### config.mk
export PLATFORM = sky130hd
export DESIGN_NAME = rv32i_multicycle_ctrl
export DESIGN_NICKNAME = d
export VERILOG_FILES = /design/src/rtl/rv32i_multicycle_ctrl.sv
export SDC_FILE = /design/constraint.sdc
export NUM_CORES = 1
export LEC_CHECK = 0
export ABC_CLOCK_PERIOD_IN_PS = 2600
export CAP_MARGIN = 30
export CELL_PAD_IN_SITES_DETAIL_PLACEMENT = 0
export CELL_PAD_IN_SITES_GLOBAL_PLACEMENT = 1
export CORE_ASPECT_RATIO = 0.7
export CORE_UTILIZATION = 25
export DETAILED_ROUTE_END_ITERATION = 10
export DONT_BUFFER_PORTS = 1
export GPL_TIMING_DRIVEN = 0
export PLACE_DENSITY = 0.43
export SLEW_MARGIN = 0
export SYNTH_ARGS = -nofsm -noshare
export SYNTH_HDL_FRONTEND = slang
export SYNTH_SLANG_ARGS = --single-unit
### constraint.sdc
create_clock -name clk -period 2.6 [get_ports clk]
set_clock_uncertainty 0.1 [all_clocks]
set_input_delay 0.39 -clock clk [delete_from_list [all_inputs] [get_ports clk]]
set_output_delay 0.39 -clock clk [all_outputs]
set_load 0.005 [all_outputs]
### src/rtl/rv32i_multicycle_ctrl.sv
// Multi-cycle RV32I control FSM: FETCH/DECODE/EXECUTE/MEM/WB with variable-latency
// memory handshakes, instruction register, datapath controls and a sticky illegal trap.
module rv32i_multicycle_ctrl (
  input  logic        clk,
  input  logic        reset,
  input  logic [31:0] imem_rdata,
  output logic        imem_req,
  input  logic        imem_ready,
  output logic        dmem_req,
  output logic        dmem_we,
  input  logic        dmem_ready,
  output logic [31:0] ir,
  output logic [3:0]  alu_control,
  output logic        imm_sel,
  output logic [2:0]  branch_funct3,
  output logic        reg_we,
  output logic [1:0]  rd_sel,
  output logic        pc_en,
  output logic        illegal
);

  localparam logic [2:0] S_FETCH   = 3'd0;
  localparam logic [2:0] S_DECODE  = 3'd1;
  localparam logic [2:0] S_EXECUTE = 3'd2;
  localparam logic [2:0] S_MEM     = 3'd3;
  localparam logic [2:0] S_WB      = 3'd4;
  localparam logic [2:0] S_TRAP    = 3'd5;

  logic [2:0]  r_state;
  logic [2:0]  w_next;
  logic [31:0] r_ir;

  logic [6:0]  w_opcode;
  logic [2:0]  w_funct3;
  logic [6:0]  w_funct7;
  logic        w_f7_zero;
  logic        w_f7_alt;
  logic        w_f3_altok;
  logic        w_is_r;
  logic        w_is_i;
  logic        w_is_lw;
  logic        w_is_sw;
  logic        w_is_br;
  logic        w_legal;
  logic [3:0]  w_alu;
  logic        w_imm;

  assign w_opcode   = r_ir[6:0];
  assign w_funct3   = r_ir[14:12];
  assign w_funct7   = r_ir[31:25];
  assign w_f7_zero  = (w_funct7 == 7'b0000000);
  assign w_f7_alt   = (w_funct7 == 7'b0100000);
  assign w_f3_altok = (w_funct3 == 3'b000) || (w_funct3 == 3'b101);

  assign w_is_r  = (w_opcode == 7'b0110011) && (w_f7_zero || (w_f7_alt && w_f3_altok));
  assign w_is_lw = (w_opcode == 7'b0000011) && (w_funct3 == 3'b010);
  assign w_is_sw = (w_opcode == 7'b0100011) && (w_funct3 == 3'b010);
  assign w_is_br = (w_opcode == 7'b1100011) && (w_funct3 != 3'b010) && (w_funct3 != 3'b011);
  assign w_legal = w_is_r || w_is_i || w_is_lw || w_is_sw || w_is_br;

  // Only the shift-immediates constrain funct7; other OP-IMM funct7 bits are immediate.
  always_comb begin
    w_is_i = 1'b0;
    if (w_opcode == 7'b0010011) begin
      case (w_funct3)
        3'b001:  w_is_i = w_f7_zero;
        3'b101:  w_is_i = w_f7_zero || w_f7_alt;
        default: w_is_i = 1'b1;
      endcase
    end
  end

  always_comb begin
    w_alu = '0;
    if (w_is_r)
      w_alu = {r_ir[30] & w_f3_altok, w_funct3};
    else if (w_is_i)
      w_alu = {r_ir[30] & (w_funct3 == 3'b101), w_funct3};
    else if (w_is_br)
      w_alu = 4'b1000;
  end

  assign w_imm = w_is_i || w_is_lw || w_is_sw;

  always_comb begin
    w_next = r_state;
    case (r_state)
      S_FETCH:   if (imem_ready) w_next = S_DECODE;
      S_DECODE:  w_next = w_legal ? S_EXECUTE : S_TRAP;
      S_EXECUTE: w_next = (w_is_lw || w_is_sw) ? S_MEM : S_FETCH;
      S_MEM:     if (dmem_ready) w_next = w_is_sw ? S_FETCH : S_WB;
      S_WB:      w_next = S_FETCH;
      S_TRAP:    w_next = S_TRAP;
      default:   w_next = S_TRAP;
    endcase
  end

  always_ff @(posedge clk or posedge reset) begin
    if (reset) begin
      r_state <= S_FETCH;
      r_ir    <= '0;
    end else begin
      r_state <= w_next;
      if ((r_state == S_FETCH) && imem_ready)
        r_ir <= imem_rdata;
    end
  end

  // Reset overrides everything so a request in flight drops asynchronously.
  always_comb begin
    imem_req      = 1'b0;
    dmem_req      = 1'b0;
    dmem_we       = 1'b0;
    alu_control   = '0;
    imm_sel       = 1'b0;
    branch_funct3 = 3'b010;
    reg_we        = 1'b0;
    rd_sel        = 2'b00;
    pc_en         = 1'b0;
    illegal       = 1'b0;
    case (r_state)
      S_FETCH: imem_req = 1'b1;
      S_DECODE: begin
        alu_control = w_alu;
        imm_sel     = w_imm;
      end
      S_EXECUTE: begin
        alu_control = w_alu;
        imm_sel     = w_imm;
        if (w_is_br)
          branch_funct3 = w_funct3;
        reg_we = w_is_r || w_is_i;
        pc_en  = w_is_r || w_is_i || w_is_br;
      end
      S_MEM: begin
        alu_control = w_alu;
        imm_sel     = w_imm;
        dmem_req    = 1'b1;
        dmem_we     = w_is_sw;
        pc_en       = w_is_sw && dmem_ready;
      end
      S_WB: begin
        alu_control = w_alu;
        imm_sel     = w_imm;
        reg_we      = 1'b1;
        rd_sel      = 2'b01;
        pc_en       = 1'b1;
      end
      S_TRAP:  illegal = 1'b1;
      default: illegal = 1'b0;
    endcase
    if (reset) begin
      imem_req      = 1'b0;
      dmem_req      = 1'b0;
      dmem_we       = 1'b0;
      alu_control   = '0;
      imm_sel       = 1'b0;
      branch_funct3 = 3'b010;
      reg_we        = 1'b0;
      rd_sel        = 2'b00;
      pc_en         = 1'b0;
      illegal       = 1'b0;
    end
  end

  assign ir = r_ir;

endmodule
==> results.ini, run 1 <==
[run_status]
status=complete, but fails checks
violations=setup timing

[global_route]
grt-ovfl-total=0
antenna_found_initial=0
grt_max_degree=25
groute.usage.overall_pct=12.80
first_global_vias=1309
grt_pass1_wl_um=6762

[detailed_routing]
ant_nets=0
drtIter0Drc=61
drtPass1Iterations=4
vias=1304
post_drt_wl_per_cell_um=17.54
route.detailed.drc=0
vias_per_cell=4.996
drt-total-wl_um=4577

[floorplan]
ios=84
initial_utilization_pct=26.05
die_h_um=72.36
fp.coreArea_um2=6788
dieArea_um2=7418
rows=25
die_w_um=102.5

[synthesis]
netlist_instances=152
synth_nets=188
avgSynthCellArea_um2=11.63
synth_edf_count=0
synth_seq_cells=35
synth-main-ff-cell=dfrtp_1
synth.cell_area_um2=1768
yosysUniqueCellTypes=38
yosysSeqAreaShare_pct=49.54
synth_async_sr_flop_share_pct=100.0
yosysWarnings=0

[sta]
fin_hold_ws_ps=112.6
maxSlewViolCount=0
rsz0062_at_grt=true
tightest_slew_ps=509.2
setup_viol=3
period_share_pct=102.8
fin_crit_ps=2674
finalHoldViolCount=0
fmax_mhz=374.0
setup_slack_ps=-73.91
relSlewSlack_pct=65.74

[critical_path]
crit_type=register to output port
arrival_ps=2180
crit_fanout=3
crit_path_end_kind=output port
critPathRequiredTime_ps=2110
crit_path_start_kind=register

[placed_design]
place_hpwl_um=3423
portBuffers=0
post-place-ws_ps=19.62
place_congestion=0.8173

[flow_run]
maxCapViolCount=0

[finish]
regArea_um2=877.1
multi_input_area_um2=920.9
drive_gt1_share_pct=39.52
layout.nets=202
antenna_cells=0
area_delta_synth_final_pct=22.51
fill_cells=689

[pwr]
pwr-share-comb_pct=38.4
max-vdd-ir-drop_mv=0.3324
intPower_mw=1.501
p_seq_share_pct=45.8
swShare_pct=38.11
p_per_area_nw_per_um2=1120
p_leak_nw=0.8699
pwr-share-clk_pct=15.8
power_switching_mw=0.9243

[cts]
clkLatencyLatePin_ps=290
root_buffer=clkbuf_8
cts_tree=done
numCtsBuffers=5
htree_levels=2
clock_path_buffers=2
cts.sinks=35
path_clk_slew_ps=80

[hold_path]
hold_class=input pin to register

## sequential cells by signal (all words and copies together), names as in the netlist
signal / cells
ir: 32
r_state: 3
## placed cells by master, fill, tap and decap left out, drive strengths merged, types with 3 or more instances in the layout
cell type  instances
a21o               3
nor2               6
nor2b              4
or4b               4
inv                6
nand2              5
nor3               8
nand2b             3
dfrtp             35
clkbuf             9
o21ai              6
buf               11
nor4               4
or4                3
mux2              29
## synth_stat cells, types with 3 or more instances
cell type | number | share of area (%)
nor2b_1 | 4 | 1.4
nor2_1 | 6 | 1.3
or4_1 | 3 | 1.3
a21o_1 | 3 | 1.3
or4b_1 | 3 | 1.7
o21ai_0 | 6 | 1.7
dfrtp_1 | 35 | 50
nor4_1 | 4 | 1.4
nand2b_1 | 3 | 1.1
buf_4 | 4 | 1.7
nor3_1 | 8 | 2.3
clkbuf_1 | 3 | 0.64
mux2_2 | 29 | 18
nand2_1 | 5 | 1.1
inv_1 | 6 | 1.3
## metrics by stage
| step | setup TNS (ps) | total power, mW | utilization, % | instance area [µm²] | instances |
|---|---|---|---|---|---|
| finish | -95.38 | 2.425 | 31.91 | 2166 | 261 |
| global placement | -2.327 | 1.901 | 27.78 | 1886 | 246 |
| CTS | -129.3 | 2.452 | 31.61 | 2146 | 261 |
| floorplan | 0 | 1.699 | - | 1768 | 152 |
| detailed placement | 0 | 1.929 | 28.29 | 1921 | 248 |
| global route | -364.1 | 2.610 | 31.91 | 2166 | 261 |
## layer usage
| layer | wire length (µm) | global-route usage (%) | part of all wire, % | vias to the layer above |
|---|---|---|---|---|
| li1 | - | - | - | 581 |
| met1 | 1951 | 15.25 | 43 | 639 |
| met2 | 1927 | 18.52 | 42 | 74 |
| met3 | 609 | 7.707 | 13 | 10 |
| met4 | 89 | 5.397 | 1.9 | 0 |
| met5 | 0 | 0 | 0 | - |
## worst max-delay path, stage by stage, from the launching register on
cell and delay (ps):
dfrtp_1 390, or4b_4 530, a21boi_4 170, or4b_4 500, o31ai_4 300
## final timing paths
path	depth (start not counted)	to	slack [ps]	from
worst min-delay path	2	ir[13]	110	imem_rdata[13]
worst max-delay path	4	alu_control[3]	-70	r_state[1]
max in group asynchronous	2	ir[31]	1550	reset
worst min register to register	1	ir[21]	440	ir[21]
worst max register to register	4	r_state[1]	510	ir[25]
min in group asynchronous	2	r_state[2]	510	reset
## repair_timing
| item | CTS | global route |
|---|---|---|
| setup endpoints to repair | 6 | 7 |
| buffers inserted | 3 | 0 |
| resized for setup | 20 | 3 |
| endpoints found under the hold margin | 11 | 0 |
| hold buffers | 2 | 0 |
| pin swaps | 4 | 1 |
## power groups by stage
stage	Sequential (mW)	Combinational [mW]	Clock, mW
after floorplan	1.03	0.674	0
after global placement	1.12	0.783	0
after detailed placement	1.12	0.813	0
after CTS	1.12	0.930	0.404
after global routing	1.16	1.02	0.424
final	1.11	0.931	0.382
## logic make-up (layout without fill, tap and decap cells)
logic type      count (synthesis)  in the layout  synth area share (%)
xor+xnor                        1              1                0.4955
other cells                     1              1                0.2121
flops                          35             35                 49.54
simple gates                   47             47                 16.84
buf+inv                        15             30                 4.175
compound gates                 24             24                 10.26
mux                            29             29                 18.47
## cell type report
class / instances / area share [%]
tap: 94 / 5.430
sequential: 35 / 40.50
inverter: 6 / 1.040
clock inverter: 2 / 0.5777
buffer: 9 / 3.004
timing repair buffer: 7 / 3.582
clock buffer: 6 / 3.351
multi-input combinational: 102 / 42.52
(Power assumes the default switching activity.)
==> run 2, diff against run 1 <==
--- a/config.mk
+++ b/config.mk
@@ -10,11 +10,13 @@
 export CELL_PAD_IN_SITES_DETAIL_PLACEMENT = 0
 export CELL_PAD_IN_SITES_GLOBAL_PLACEMENT = 1
 export CORE_ASPECT_RATIO = 0.7
+export CORE_MARGIN = 2
 export CORE_UTILIZATION = 25
 export DETAILED_ROUTE_END_ITERATION = 10
 export DONT_BUFFER_PORTS = 1
-export GPL_TIMING_DRIVEN = 0
+export GPL_TIMING_DRIVEN = 1
 export PLACE_DENSITY = 0.43
+export SETUP_SLACK_MARGIN = 0.5
 export SLEW_MARGIN = 0
 export SYNTH_ARGS = -nofsm -noshare
 export SYNTH_HDL_FRONTEND = slang
==> run 2 against run 1 <==
The run still ends with setup timing left. First-iteration DRC count decreased by 43%. Global-route usage down 0.70 points. Worst setup slack gained 67 ps. Die area up 4.8%. Sequential share of layout area down 1.9 points. Total power increased by 8.6%. Combinational power up 12%. Final area increased by 5.0%. Critical path depth increased by 1.
==> results.ini, run 2 (same netlist as run 1, synthesis figures left out) <==
[global_route]
busiest_layer=met2
grt_use_met3_pct=5.784
grt_max_degree=37
use_met1_pct=14.63
met2_usage_pct=19.75
antenna_found_initial=0
grt-ovfl-total=0
groute.usage.overall_pct=12.10
grt_pass1_wl_um=7086
first_global_vias=1327

[detailed_routing]
ant_nets=0
drt-total-wl_um=4796
drtIter0Drc=35
drtPass1Iterations=4
vias=1299
vias_per_cell=4.920
post_drt_wl_per_cell_um=18.17
route.detailed.drc=0

[sta]
rsz0062_at_grt=true
maxSlewViolCount=0
setup_slack_ps=-6.935
fin_crit_ps=2607
finalHoldViolCount=0
relSlewSlack_pct=66.49
final.setup.tns_ps=-8.556
tightest_slew_ps=498.0
period_share_pct=100.3
setup_viol=2
fmax_mhz=383.6

[placed_design]
post-place-ws_ps=148.9
place_area_um2=1958
place_congestion=0.8044
place_hpwl_um=3444
portBuffers=0

[finish]
final_common_cell=dfrtp_1
layout.nets=205
drive_gt1_share_pct=50.59
area_delta_synth_final_pct=28.59
final_area_um2=2273
antenna_cells=0
largest_reg_flops=32
final_cell_mix=dfrtp_1, mux2_2, buf_4

[floorplan]
fp.coreArea_um2=6788
die_h_um=74.36
dieArea_um2=7771
die_w_um=104.5
rows=25
initial_utilization_pct=26.05
ios=84

[critical_path]
critPathSlowestCell=or4_4
crit_type=register to output port
arrival_ps=2120
critPathRequiredTime_ps=2110
path_cells=or4_4 > o31a_1 > a2bb2oi_4 > nor3_2 > buf_4
crit_path_start_kind=register
reg2regPathDepth=6
crit_path_end_kind=output port
crit_fanout=6
slowest_delay_ps=570

[pwr]
pwr-share-clk_pct=19.2
intPower_mw=1.669
max-vdd-ir-drop_mv=0.3705
swShare_pct=36.62
pwr-share-comb_pct=39.4
p_leak_nw=0.9159
power_switching_mw=0.9643
p_per_area_nw_per_um2=1158
p_seq_share_pct=41.3

[cts]
path_clk_slew_ps=80
clock_path_buffers=2
numCtsBuffers=5
clkLatencyLatePin_ps=290
cts_tree=done
cts.sinks=35
htree_levels=2
root_buffer=clkbuf_8

[run_status]
violations=setup timing
status=complete, but fails checks

[flow_run]
maxCapViolCount=0

[hold_path]
hold_class=input pin to async pin

## run 2: critical path: cells and delay by family, from the launching register on
kind,cells,cell delay (ps)
compound gates,2,520
buf+inv,1,140
flops,1,410
simple gates,2,770
## run 2: area by class of cell
type,instances,area (µm²)
flip-flops and latches,35,878.3
repair buffers,19,146.4
fillers,694,4514
well taps,94,117.6
multi-input cells,102,991.0
clock buffers,6,82.58
inverters,6,22.52
clock inverters,2,35.03
## run 2: metrics by stage
step                      instances  hold WS, ps  power (mW)  utilization, %
after CTS                       262        29.54       2.641           33.01
after global placement          250        334.3       1.970           28.85
after global routing            264        62.47       2.824           33.49
after detailed placement        250        346.2       1.998           28.85
after floorplan                 152        405.3       1.716               -
final                           264        17.01       2.633           33.49
## run 2: repair_timing
action	in CTS	in global routing
hold buffers	0	0
setup endpoints to repair	12	13
resized for setup	25	4
pin swaps	4	3
setup buffers	4	2
## run 2: final timing paths
| path | slack (ps) | to | from |
|---|---|---|---|
| worst min-delay path | 20 | ir[5] | reset |
| min in group clk | 140 | ir[12] | imem_rdata[12] |
| max in group asynchronous | 2030 | ir[13] | reset |
| worst max register to register | 370 | r_state[1] | ir[25] |
| worst min register to register | 440 | ir[21] | ir[21] |
| worst max-delay path | -7 | alu_control[1] | ir[25] |
## run 2: per-layer routing
metal / vias to the layer above / share of wire [%] / wire length (µm)
met3: 6 / 9.4 / 450
met1: 646 / 43 / 2083
met4: 0 / 1.2 / 56
met2: 61 / 46 / 2205
li1: 586 / - / -
met5: - / 0 / 0
## run 2: power groups by stage
stage	combinational (mW)	clock [mW]	sequential (mW)
global placement	0.891	0	1.08
global route	1.14	0.551	1.13
floorplan	0.690	0	1.03
finish	1.04	0.506	1.09
detailed placement	0.917	0	1.08
CTS	1.02	0.524	1.10
